## src/rtl/branch_predict_ctrl.sv

```systemverilog
// Branch prediction and misprediction recovery controller.
// A table of 2-bit saturating counters predicts conditional branches in IF.
// Branches resolved in EX train the table. A misprediction issues a registered
// redirect plus IF/ID and ID/EX flushes, and the following bubble cycle is masked.
module branch_predict_ctrl #(
  parameter int IDX_BITS = 4,
  parameter int CNT_W    = 16
) (
  input  logic             clk,
  input  logic             rst_n,
  input  logic             pipe_stall,
  input  logic [31:0]      if_pc,
  input  logic             if_is_branch,
  output logic             pred_taken,
  input  logic             ex_valid,
  input  logic             ex_is_branch,
  input  logic [31:0]      ex_pc,
  input  logic             ex_pred_taken,
  input  logic             ex_taken,
  input  logic [31:0]      ex_target,
  input  logic [31:0]      ex_fallthrough,
  output logic             redirect_valid,
  output logic [31:0]      redirect_pc,
  output logic             flush_ifid,
  output logic             flush_idex,
  output logic [CNT_W-1:0] branch_cnt,
  output logic [CNT_W-1:0] mispredict_cnt
);

  localparam int ENTRIES = 1 << IDX_BITS;

  localparam logic [1:0] ST_RUN     = 2'd0;
  localparam logic [1:0] ST_FLUSH   = 2'd1;
  localparam logic [1:0] ST_RECOVER = 2'd2;

  logic [1:0]          table_q [ENTRIES];
  logic [1:0]          table_d [ENTRIES];
  logic [1:0]          state_q, state_d;
  logic                redirect_valid_q, redirect_valid_d;
  logic [31:0]         redirect_pc_q, redirect_pc_d;
  logic                flush_q, flush_d;
  logic [CNT_W-1:0]    branch_cnt_q, branch_cnt_d;
  logic [CNT_W-1:0]    mispredict_cnt_q, mispredict_cnt_d;

  logic [IDX_BITS-1:0] if_idx;
  logic [IDX_BITS-1:0] ex_idx;
  logic                resolve;
  logic                mispredict;
  logic                unused_pc_bits;

  // Halfword granularity so that compressed instructions get their own entries.
  assign if_idx = if_pc[IDX_BITS:1];
  assign ex_idx = ex_pc[IDX_BITS:1];
  assign unused_pc_bits = ^{if_pc[31:IDX_BITS+1], if_pc[0], ex_pc[31:IDX_BITS+1], ex_pc[0]};

  // Prediction reads registered table state only; a same-cycle update is not bypassed.
  assign pred_taken = if_is_branch & table_q[if_idx][1];

  // The bubble in EX during RECOVER, and anything while stalled, is never resolved.
  assign resolve    = ex_valid & ex_is_branch & (state_q == ST_RUN) & ~pipe_stall;
  assign mispredict = resolve & (ex_pred_taken != ex_taken);

  genvar gi;
  generate
    for (gi = 0; gi < ENTRIES; gi++) begin : g_entry
      // Saturating counter update for this entry when the resolved branch maps here.
      always_comb begin
        table_d[gi] = table_q[gi];
        if (resolve && (ex_idx == IDX_BITS'(gi))) begin
          if (ex_taken) begin
            if (table_q[gi] != 2'b11) table_d[gi] = table_q[gi] + 2'b01;
          end else begin
            if (table_q[gi] != 2'b00) table_d[gi] = table_q[gi] - 2'b01;
          end
        end
      end

      // Entry register; resets to weakly not-taken.
      always_ff @(posedge clk or negedge rst_n) begin
        if (!rst_n) table_q[gi] <= 2'b01;
        else        table_q[gi] <= table_d[gi];
      end
    end
  endgenerate

  // Recovery sequencing: RUN -> FLUSH (one cycle of redirect/flush) -> RECOVER -> RUN.
  always_comb begin
    state_d          = state_q;
    redirect_valid_d = redirect_valid_q;
    redirect_pc_d    = redirect_pc_q;
    flush_d          = flush_q;
    if (!pipe_stall) begin
      case (state_q)
        ST_RUN: begin
          if (mispredict) begin
            state_d          = ST_FLUSH;
            redirect_valid_d = 1'b1;
            flush_d          = 1'b1;
            redirect_pc_d    = ex_taken ? ex_target : ex_fallthrough;
          end
        end
        ST_FLUSH: begin
          state_d          = ST_RECOVER;
          redirect_valid_d = 1'b0;
          flush_d          = 1'b0;
        end
        ST_RECOVER: state_d = ST_RUN;
        default: begin
          state_d          = ST_RUN;
          redirect_valid_d = 1'b0;
          flush_d          = 1'b0;
        end
      endcase
    end
  end

  // Performance counters saturate at all-ones instead of wrapping.
  always_comb begin
    branch_cnt_d     = branch_cnt_q;
    mispredict_cnt_d = mispredict_cnt_q;
    if (resolve && (branch_cnt_q != {CNT_W{1'b1}}))
      branch_cnt_d = branch_cnt_q + 1'b1;
    if (mispredict && (mispredict_cnt_q != {CNT_W{1'b1}}))
      mispredict_cnt_d = mispredict_cnt_q + 1'b1;
  end

  // Control and counter registers; reset aborts any flush in progress.
  always_ff @(posedge clk or negedge rst_n) begin
    if (!rst_n) begin
      state_q          <= ST_RUN;
      redirect_valid_q <= 1'b0;
      redirect_pc_q    <= 32'd0;
      flush_q          <= 1'b0;
      branch_cnt_q     <= '0;
      mispredict_cnt_q <= '0;
    end else begin
      state_q          <= state_d;
      redirect_valid_q <= redirect_valid_d;
      redirect_pc_q    <= redirect_pc_d;
      flush_q          <= flush_d;
      branch_cnt_q     <= branch_cnt_d;
      mispredict_cnt_q <= mispredict_cnt_d;
    end
  end

  assign redirect_valid = redirect_valid_q;
  assign redirect_pc    = redirect_pc_q;
  assign flush_ifid     = flush_q;
  assign flush_idex     = flush_q;
  assign branch_cnt     = branch_cnt_q;
  assign mispredict_cnt = mispredict_cnt_q;

endmodule

```

## config.mk

```make
export PLATFORM = sky130hd
export DESIGN_NAME = branch_predict_ctrl
export DESIGN_NICKNAME = d
export VERILOG_FILES = /design/src/rtl/branch_predict_ctrl.sv
export SDC_FILE = /design/constraint.sdc
export NUM_CORES = 1
export LEC_CHECK = 0
export CAP_MARGIN = 10
export CORE_MARGIN = 5
export CORE_UTILIZATION = 43
export DETAILED_ROUTE_END_ITERATION = 8
export PLACE_DENSITY = 0.8
export REMOVE_ABC_BUFFERS = 1
export SETUP_SLACK_MARGIN = 0.3
export SLEW_MARGIN = 20
export SYNTH_ARGS = -nofsm -noshare
export SYNTH_HDL_FRONTEND = slang
export SYNTH_SLANG_ARGS = --single-unit
```

## constraint.sdc

```tcl
create_clock -name clk -period 3.19 [get_ports clk]
set_clock_uncertainty 0.15 [all_clocks]
set_input_delay 0.957 -clock clk [delete_from_list [all_inputs] [get_ports clk]]
set_output_delay 0.957 -clock clk [all_outputs]
set_load 0.01 [all_outputs]
```

==> Word-level counts from Yosys, hierarchy flattened <==
Index checks and enable logic that the tools add are counted.
{ "classes": {"order_cmp": 1, "reduce_logical": 71, "addsub": 34, "muxes": 56, "n_bitwise": 8, "n_eq_ne": 53} }
{ "op_table": {"columns": ["cell", "n"], "rows": [
  ["$mux 2", 51],
  ["$reduce_bool 2->1", 32],
  ["$reduce_and 3->1", 18],
  ["$ne 2x2->1 const B", 17],
  ["$add 16x1->16 const B", 2],
  ["$add 2x1->2 const B", 16],
  ["$eq 4x4->1 const B", 8],
  ["$mux 32", 1],
  ["$ne 16x16->1 const B", 2],
  ["$ne 2x1->1 const B", 16],
  ["$sub 2x1->2 const B", 16],
  ["$logic_and 1x1->1", 18],
  ["$eq 4x3->1 const B", 4],
  ["$bmux 2 s4", 1],
  ["$eq 4x2->1 const B", 2],
  ["$and 1x1->1", 5],
  ["$ge 5x5->1 const B", 1],
  ["$not 4->5", 1],
  ["$eq 4x1->1 const B", 1],
  ["$logic_not 4->1", 1],
  ["$pmux 2 s2", 1],
  ["$eq 2x1->1 const B", 1],
  ["$eq 2x2->1 const B", 1],
  ["$logic_not 2->1", 1],
  ["other kinds (5)", 6]
]} }
{ "totals": {"wordCells": 244, "input_bits": 136, "reg_bits": 99} }

==> Logic depth before layout (Yosys ltp) <==
Gate-level depths: netlist of the first run.
{ "logic_depth": {"depth_word": 6, "mapped_depth": 7, "mapped_depth_nobuf": 6} }

==> Worst setup path before layout of the first run <==
OpenSTA, ideal clock, no wires.
{ "synth_timing": {"path_kind": "input-to-output", "from": "in if_pc[2]", "to": "out pred_taken", "setup_slack_ps": 22, "arrival_ps": 2061, "stages": 3, "required_time_ps": 2083, "n_path_buf": 0, "path_cell_list": "mux4_2 -> mux4_2 -> and2_1"} }
{ "synth_between": {"elab_chain_cells": 5} }
{ "synth_rtl": {"columns": ["element", "line_no", "text"], "rows": [
  ["start, declared", "12", "input logic [31:0] if_pc,"],
  ["$not 4->5 (implied by the code)", "57", "assign pred_taken = if_is_branch & table_q[if_idx][1];"],
  ["$bmux 2 s4", "57", null],
  ["$mux 2 (implied by the code) (2 in series)", "57", null],
  ["$and 1x1->1", "57", null],
  ["end, declared", "14", "output logic pred_taken,"]
]} }
No other way between the ends. The select of a mux whose other input is x is not followed.

==> Worst setup path after layout of the first run <==
Ends and elaborated chain as after synthesis.

==> results of run 1 <==
## report_power, final
part,internal [mW],total [mW],leakage (nW),switching [mW]
combinational,0.547,0.957,1.64,0.410
sequential,1.48,1.64,1.22,0.158
clock,0.630,1.11,0.145,0.481
## cells in the final DEF (no fill, tap or decap), types with 3 or more instances in the layout
cell	instances
nor4_1	6
nand3_1	19
and2_1	3
nand3b_1	6
a211oi_1	3
nor2_1	21
nor3_1	13
clkdlybuf4s50_1	142
inv_1	13
a31oi_1	3
buf_12	3
nand2_1	60
buf_4	18
and4_1	3
mux2i_1	34
and3_1	7
a21oi_1	23
dfrtp_1	83
o211ai_1	14
xor2_1	15
dfstp_2	16
xnor2_1	14
nand2b_1	4
clkbuf_16	9
o21ai_0	49
mux4_2	5
o221a_2	6
or3_1	4
nand4_1	13
## cell families after synthesis
kind of cell | after synthesis | synth area share
simple gates | 173 | 0.179
compound gates | 108 | 0.133
flops | 99 | 0.506
mux | 41 | 0.0963
buf+inv | 36 | 0.0294
xor+xnor | 29 | 0.0514
fa+ha+maj | 2 | 0.00507
## sequential cells by signal, summed over array words and instances (netlist names)
name / flops
table_q: 32
mispredict_cnt: 16
redirect_pc: 32
flush_idex: 1
state_q: 2
branch_cnt: 16
## layout make-up
type                       count  share of cell area
clock buffer                  10              0.0342
tap                          143              0.0256
clock inverter                 6             0.00913
timing repair buffer         167               0.237
sequential                    99               0.357
multi-input combinational    353               0.330
inverter                      13             0.00698
## per-layer routing
layer / GRT usage / vias up
met1: 0.221 / 2046
met4: 0.0558 / 0
met5: 0 / -
met2: 0.331 / 144
li1: - / 2073
met3: 0.0802 / 16
## timing repair
| item | 4_1_cts | 5_1_grt |
|---|---|---|
| hold endpoints to repair | 0 | 0 |
| resized for setup | 18 | 1 |
| pin swaps | 1 | 0 |
| endpoints found under the setup margin | 1 | 4 |
## through the flow
step | area (µm²) | setup slack [ps] | utilization | hold slack, ps | total power [mW]
after CTS | 6990 | -182 | 0.617 | 340 | 3.76
final | 6990 | -172 | 0.617 | 331 | 3.71
after global placement | 6680 | -1030 | 0.590 | 311 | 2.59
after detailed placement | 6680 | -1040 | 0.590 | 324 | 2.63
after floorplan | 4840 | -587 | - | 316 | 1.98
after global routing | 6990 | -224 | 0.617 | 359 | 3.91
## path summary, 6_finish.rpt
kind | cells past startpoint | to | start | slack (ps)
min in group asynchronous | 1 | redirect_pc[13]$_DFFE_PN0P_ | rst_n | 420
max reg2reg | 4 | branch_cnt[9]$_DFFE_PN0P_ | state_q[1]$_DFFE_PN0P_ | 1020
min | 2 | redirect_pc[12]$_DFFE_PN0P_ | redirect_pc[12]$_DFFE_PN0P_ | 330
min reg2reg | 2 | redirect_pc[12]$_DFFE_PN0P_ | redirect_pc[12]$_DFFE_PN0P_ | 330
max in group asynchronous | 2 | table_q[2]$_DFFE_PN1P_ | rst_n | 1710
max | 5 | pred_taken | if_pc[2] | -170
## worst min-delay path, delay by kind of cell (launching register included)
kind,cells,cell delay (ps)
flip-flops,1,340
AND/OR/NAND/NOR,1,50
AO/OA/AOI/OAI,1,60
==> run_results.csv, run 1 <==
group,metric,value,unit
drt,routedWlPerCell,16.2,µm
flow_run,maxCapViolations,0,
cts,htree_levels,3,
final_layout,num-fill-cells,928,
sta,final-hold-violation-count,0,
cts,numClockSinks,99,
cts,cts_tree,"yes",
worst_setup_path,worstSetupPathType,"in2out",
die,dieArea,13700,µm²
worst_setup_path,crit_required,2080,ps
global_routing,grt_usage,0.193,
drt,routed-wl-met3,1.17,mm
cts,clk_path_buf_depth,2,
cts,clk_latency,350,ps
synthesis,synth_top_area_share,0.421,
global_routing,grt_pass1_wl,20.9,mm
worst_setup_path,cp_num_buf_inv,2,
synthesis,ys_types,47,
sta,max_freq,297,MHz
synthesis,syn_avg_cell_area,10.1,µm²
status,violations,"setup timing",
worst_setup_path,cp.arrival,2250,ps
die,start_util,0.436,
final_layout,final_net_count,781,
drt,vias,4279,
global_routing,antenna_found_initial,0,
sta,setup_ws,-172,ps
final_layout,multiInputGateArea,2300,µm²
drt,met1Wirelength,5.08,mm
synthesis,synthTopCellsByCount,"83 x dfrtp_1, 60 x nand2_1, 49 x o21ai_0, 34 x mux2i_1, 23 x a21oi_1",
place,io_buffers,147,
die,core,11300,µm²
global_routing,grt_max_degree,79,
synthesis,yosysWarnings,0,
sta,drv_slew,0,
synthesis,ys_seq_elements,99,
sta,worstMarginPinSlew,481,ps
worst_setup_path,path_cells,"buf_8 -> mux4_2 -> mux4_2 -> and2_1 -> buf_2",
sta,rsz0062_at_grt,"true",
drt,drt-vias-per-instance,5.41,
worst_setup_path,crit_fanout,3,
worst_setup_path,cpLargestDelayFamily,"multiplexers",
status,outcome,"finished, violations left",
final_layout,layout-drive-gt1-share,0.117,
drt,wl_met2,6.41,mm
cts,cts_inserted_buffers,9,
synthesis,async_reset_ff_frac,1.00,
synthesis,synth.area.top_cells,"dfrtp_1 42%, dfstp_2 8.5%, mux2i_1 6.9%, o21ai_0 5.0%, nand2_1 4.6%",
die,die_y,117,µm
synthesis,synth-edff-count,0,
sta,setup_viol,1,
synthesis,netlist_instances,488,
power_and_ir_drop,peakVddDrop,0.000454,V
min_path,hp-class,"reg2reg",
drt,wl,12.8,mm
worst_setup_path,end_kind,"primary output",
place,dp.cells,775,
sta,finalSetupTns,-172,ps
cts,path_clk_slew,70,ps
synthesis,yosysMostFrequentCell,"dfrtp_1",
synthesis,ys.flop_type,"dfrtp_1",
cts,holdBufCountCts,0,
global_routing,gr-total-overflow,0,
synthesis,syn_area,4940,µm²
drt,drt_iter0_markers,232,
sta,relSlewSlack,0.676,
final_layout,seq_area,2500,µm²
power_and_ir_drop,p_per_area,531,nW/µm²
cts,post_cts_buffers,0,
cts,root_buffer,"clkbuf_16",
power_and_ir_drop,p_leak,3.01,nW
worst_setup_path,crit_top_cell,"mux4_2",
drt,top_layer,"met4",
place,dpl.hpwl,9.55,mm
global_routing,grt_pass1_vias,4410,
die,dieWidth,117,µm
worst_setup_path,cp-start-kind,"primary input",
worst_setup_path,crit_path_max_incr_delay,470,ps
sta,finalCritPeriodShare,1.05,
final_layout,antenna_cells,0,
drt,drc,0,
die,ioPinCount,204,
synthesis,synth_top_area_cell,"dfrtp_1",
final_layout,fin_cells,791,
sta,fin_crit,3360,ps
drt,dr.pass1.iters,4,
drt,drtAntennaViolNets,0,
place,gp_congestion,0.805,
final_layout,area_growth,41.5,%
worst_setup_path,cp_slowest_cell,"mux4_2",
synthesis,synth_seq_area_share,0.506,
die,rows,39,
Note: power is estimated with default switching activity, not from simulation.
==> run 2: changes to the inputs <==
==> constraint.sdc (replaced) <==
create_clock -name clk -period 3.3 [get_ports clk]
set_clock_uncertainty 0.15 [all_clocks]
set_input_delay 0.99 -clock clk [delete_from_list [all_inputs] [get_ports clk]]
set_output_delay 0.99 -clock clk [all_outputs]
set_load 0.01 [all_outputs]
==> run_results.csv, run 2 (synthesis gave the netlist of run 1 again) <==
group,metric,value,unit
status,outcome,"finished, violations left",
status,violations,"setup timing",
worst_setup_path,path_cells,"buf_8 -> mux4_2 -> mux4_2 -> and2_4 -> buf_6",
sta,fin_crit,3430,ps
worst_setup_path,cp_num_buf_inv,2,
drt,top_layer,"met4",
global_routing,gr-total-overflow,0,
drt,drt_iter0_markers,207,
cts,cts_inserted_buffers,9,
sta,rsz0062_at_grt,"true",
global_routing,grt_pass1_vias,4436,
worst_setup_path,cp.depth,5,
min_path,hold_start,"redirect_pc[17]$_DFFE_PN0P_",
worst_setup_path,critPathLaunch,"if_pc[1]",
worst_setup_path,cp.arrival,2290,ps
final_layout,fin_cells,790,
sta,relSlewSlack,0.671,
die,rows,39,
worst_setup_path,cpLargestDelayFamily,"multiplexers",
cts,cts_tree,"yes",
sta,finalSetupTns,-133,ps
min_path,hold_depth,2,
drt,dr.pass1.iters,4,
die,ioPinCount,204,
final_layout,final_area,6980,µm²
sta,worstMarginPinSlew,489,ps
place,io_buffers,147,
drt,drc,0,
sta,max_freq,291,MHz
power_and_ir_drop,p_total,3.58,mW
min_path,hp-class,"reg2reg",
worst_setup_path,worstSetupPathType,"in2out",
sta,setup_ws,-133,ps
cts,root_buffer,"clkbuf_16",
die,dieWidth,117,µm
worst_setup_path,crit_fanout,3,
final_layout,final_util,0.616,
worst_setup_path,end_kind,"primary output",
drt,drtAntennaViolNets,0,
place,dp.cells,774,
cts,clk_latency,350,ps
drt,wl_met2,6.62,mm
final_layout,layout-drive-gt1-share,0.114,
final_layout,final_common_cell,"clkdlybuf4s50_1",
cts,path_clk_slew,60,ps
final_layout,final_net_count,780,
worst_setup_path,rr_startpoint,"state_q[1]$_DFFE_PN0P_",
sta,setup_viol,1,
global_routing,grt_pass1_wl,21.5,mm
die,start_util,0.436,
drt,drt-vias-per-instance,5.41,
power_and_ir_drop,p_per_area,512,nW/µm²
cts,clk_path_buf_depth,2,
die,core,11300,µm²
final_layout,antenna_cells,0,
worst_setup_path,crit_path_max_incr_delay,480,ps
cts,htree_levels,3,
global_routing,antenna_found_initial,0,
drt,routedWlPerCell,16.4,µm
worst_setup_path,cp_slowest_cell,"mux4_2",
global_routing,grt_usage,0.200,
power_and_ir_drop,p_leak,3.01,nW
sta,drv_slew,0,
power_and_ir_drop,peakVddDrop,0.000496,V
drt,wl,13.0,mm
drt,vias,4272,
worst_setup_path,worstRegToRegCells,4,
die,dieArea,13700,µm²
place,gp_congestion,0.798,
worst_setup_path,ff2ff_setup_slack,1110,ps
final_layout,area_growth,41.3,%
drt,met1Wirelength,5.06,mm
flow_run,maxCapViolations,0,
die,die_y,117,µm
worst_setup_path,cp-start-kind,"primary input",
worst_setup_path,crit_top_cell,"mux4_2",
global_routing,grt_max_degree,79,
cts,numClockSinks,99,
place,dpl.hpwl,9.72,mm
sta,final-hold-violation-count,0,
worst_setup_path,crit_required,2160,ps
drt,routed-wl-met3,1.16,mm
place,place_area,6670,µm²
final_layout,layout_common_cells,"142 x clkdlybuf4s50_1, 83 x dfrtp_1, 60 x nand2_1",
sta,finalCritPeriodShare,1.04,
## run 2: changes by cell type in the layout (fill, tap and decap cells not counted)
cell        previous run  this run
buf_2                  2         1
and3b_2                1         0
buf_6                  0         1
buf_4                 18        17
and2_1                 3         2
and2_4                 0         1
inv_6                  1         0
clkbuf_1               0         1
clkinvlp_4             2         1
and3b_1                1         2
clkinv_2               2         3
## run 2: worst paths after layout
path                                               end
max reg2reg                  branch_cnt[9]$_DFFE_PN0P_
max                                         pred_taken
min in group asynchronous   redirect_pc[7]$_DFFE_PN0P_
min reg2reg                redirect_pc[17]$_DFFE_PN0P_
max in group asynchronous  redirect_pc[31]$_DFFE_PN0P_
min                        redirect_pc[17]$_DFFE_PN0P_
## run 2: layout make-up
cell class | instances | area (µm²)
Sequential cell | 99 | 2500
Multi-Input combinational cell | 353 | 2300
Timing Repair Buffer | 166 | 1660
Tap cell | 143 | 179
Fill cell | 945 | 4340
Inverter | 13 | 48.8
Clock buffer | 11 | 243
Clock inverter | 5 | 52.6
## run 2: what timing repair did
| action | in CTS | in global routing |
|---|---|---|
| setup buffers | 0 | 0 |
| hold buffers | 0 | 0 |
| pin swaps | 1 | 0 |
| resized for setup | 18 | 2 |
| endpoints found under the setup margin | 1 | 1 |
## run 2: per-layer routing
metal  global-route usage  up-vias
li1                     -     2076
met1                0.229     2057
met2                0.342      128
met3               0.0864       11
met4               0.0520        0
met5                    0        -
## run 2: metrics by stage
stage | hold WS [ps] | setup WS (ps)
after floorplan | 316 | -510
after global placement | 312 | -984
after detailed placement | 320 | -1000
after CTS | 335 | -130
after global routing | 366 | -148
final | 330 | -133
## run 2: worst register-to-register path, delay by kind of cell, from the launching register on
kind	cells	cell delay, ps
simple gates	3	1350
flops	1	410
xor+xnor	1	150
## run 2: report_power, final
group | switching [mW] | leakage, nW | internal, mW | total (mW)
logic | 0.395 | 1.64 | 0.533 | 0.928
registers | 0.155 | 1.22 | 1.43 | 1.59
clock network | 0.454 | 0.145 | 0.605 | 1.06
total | 1.00 | 3.01 | 2.57 | 3.58
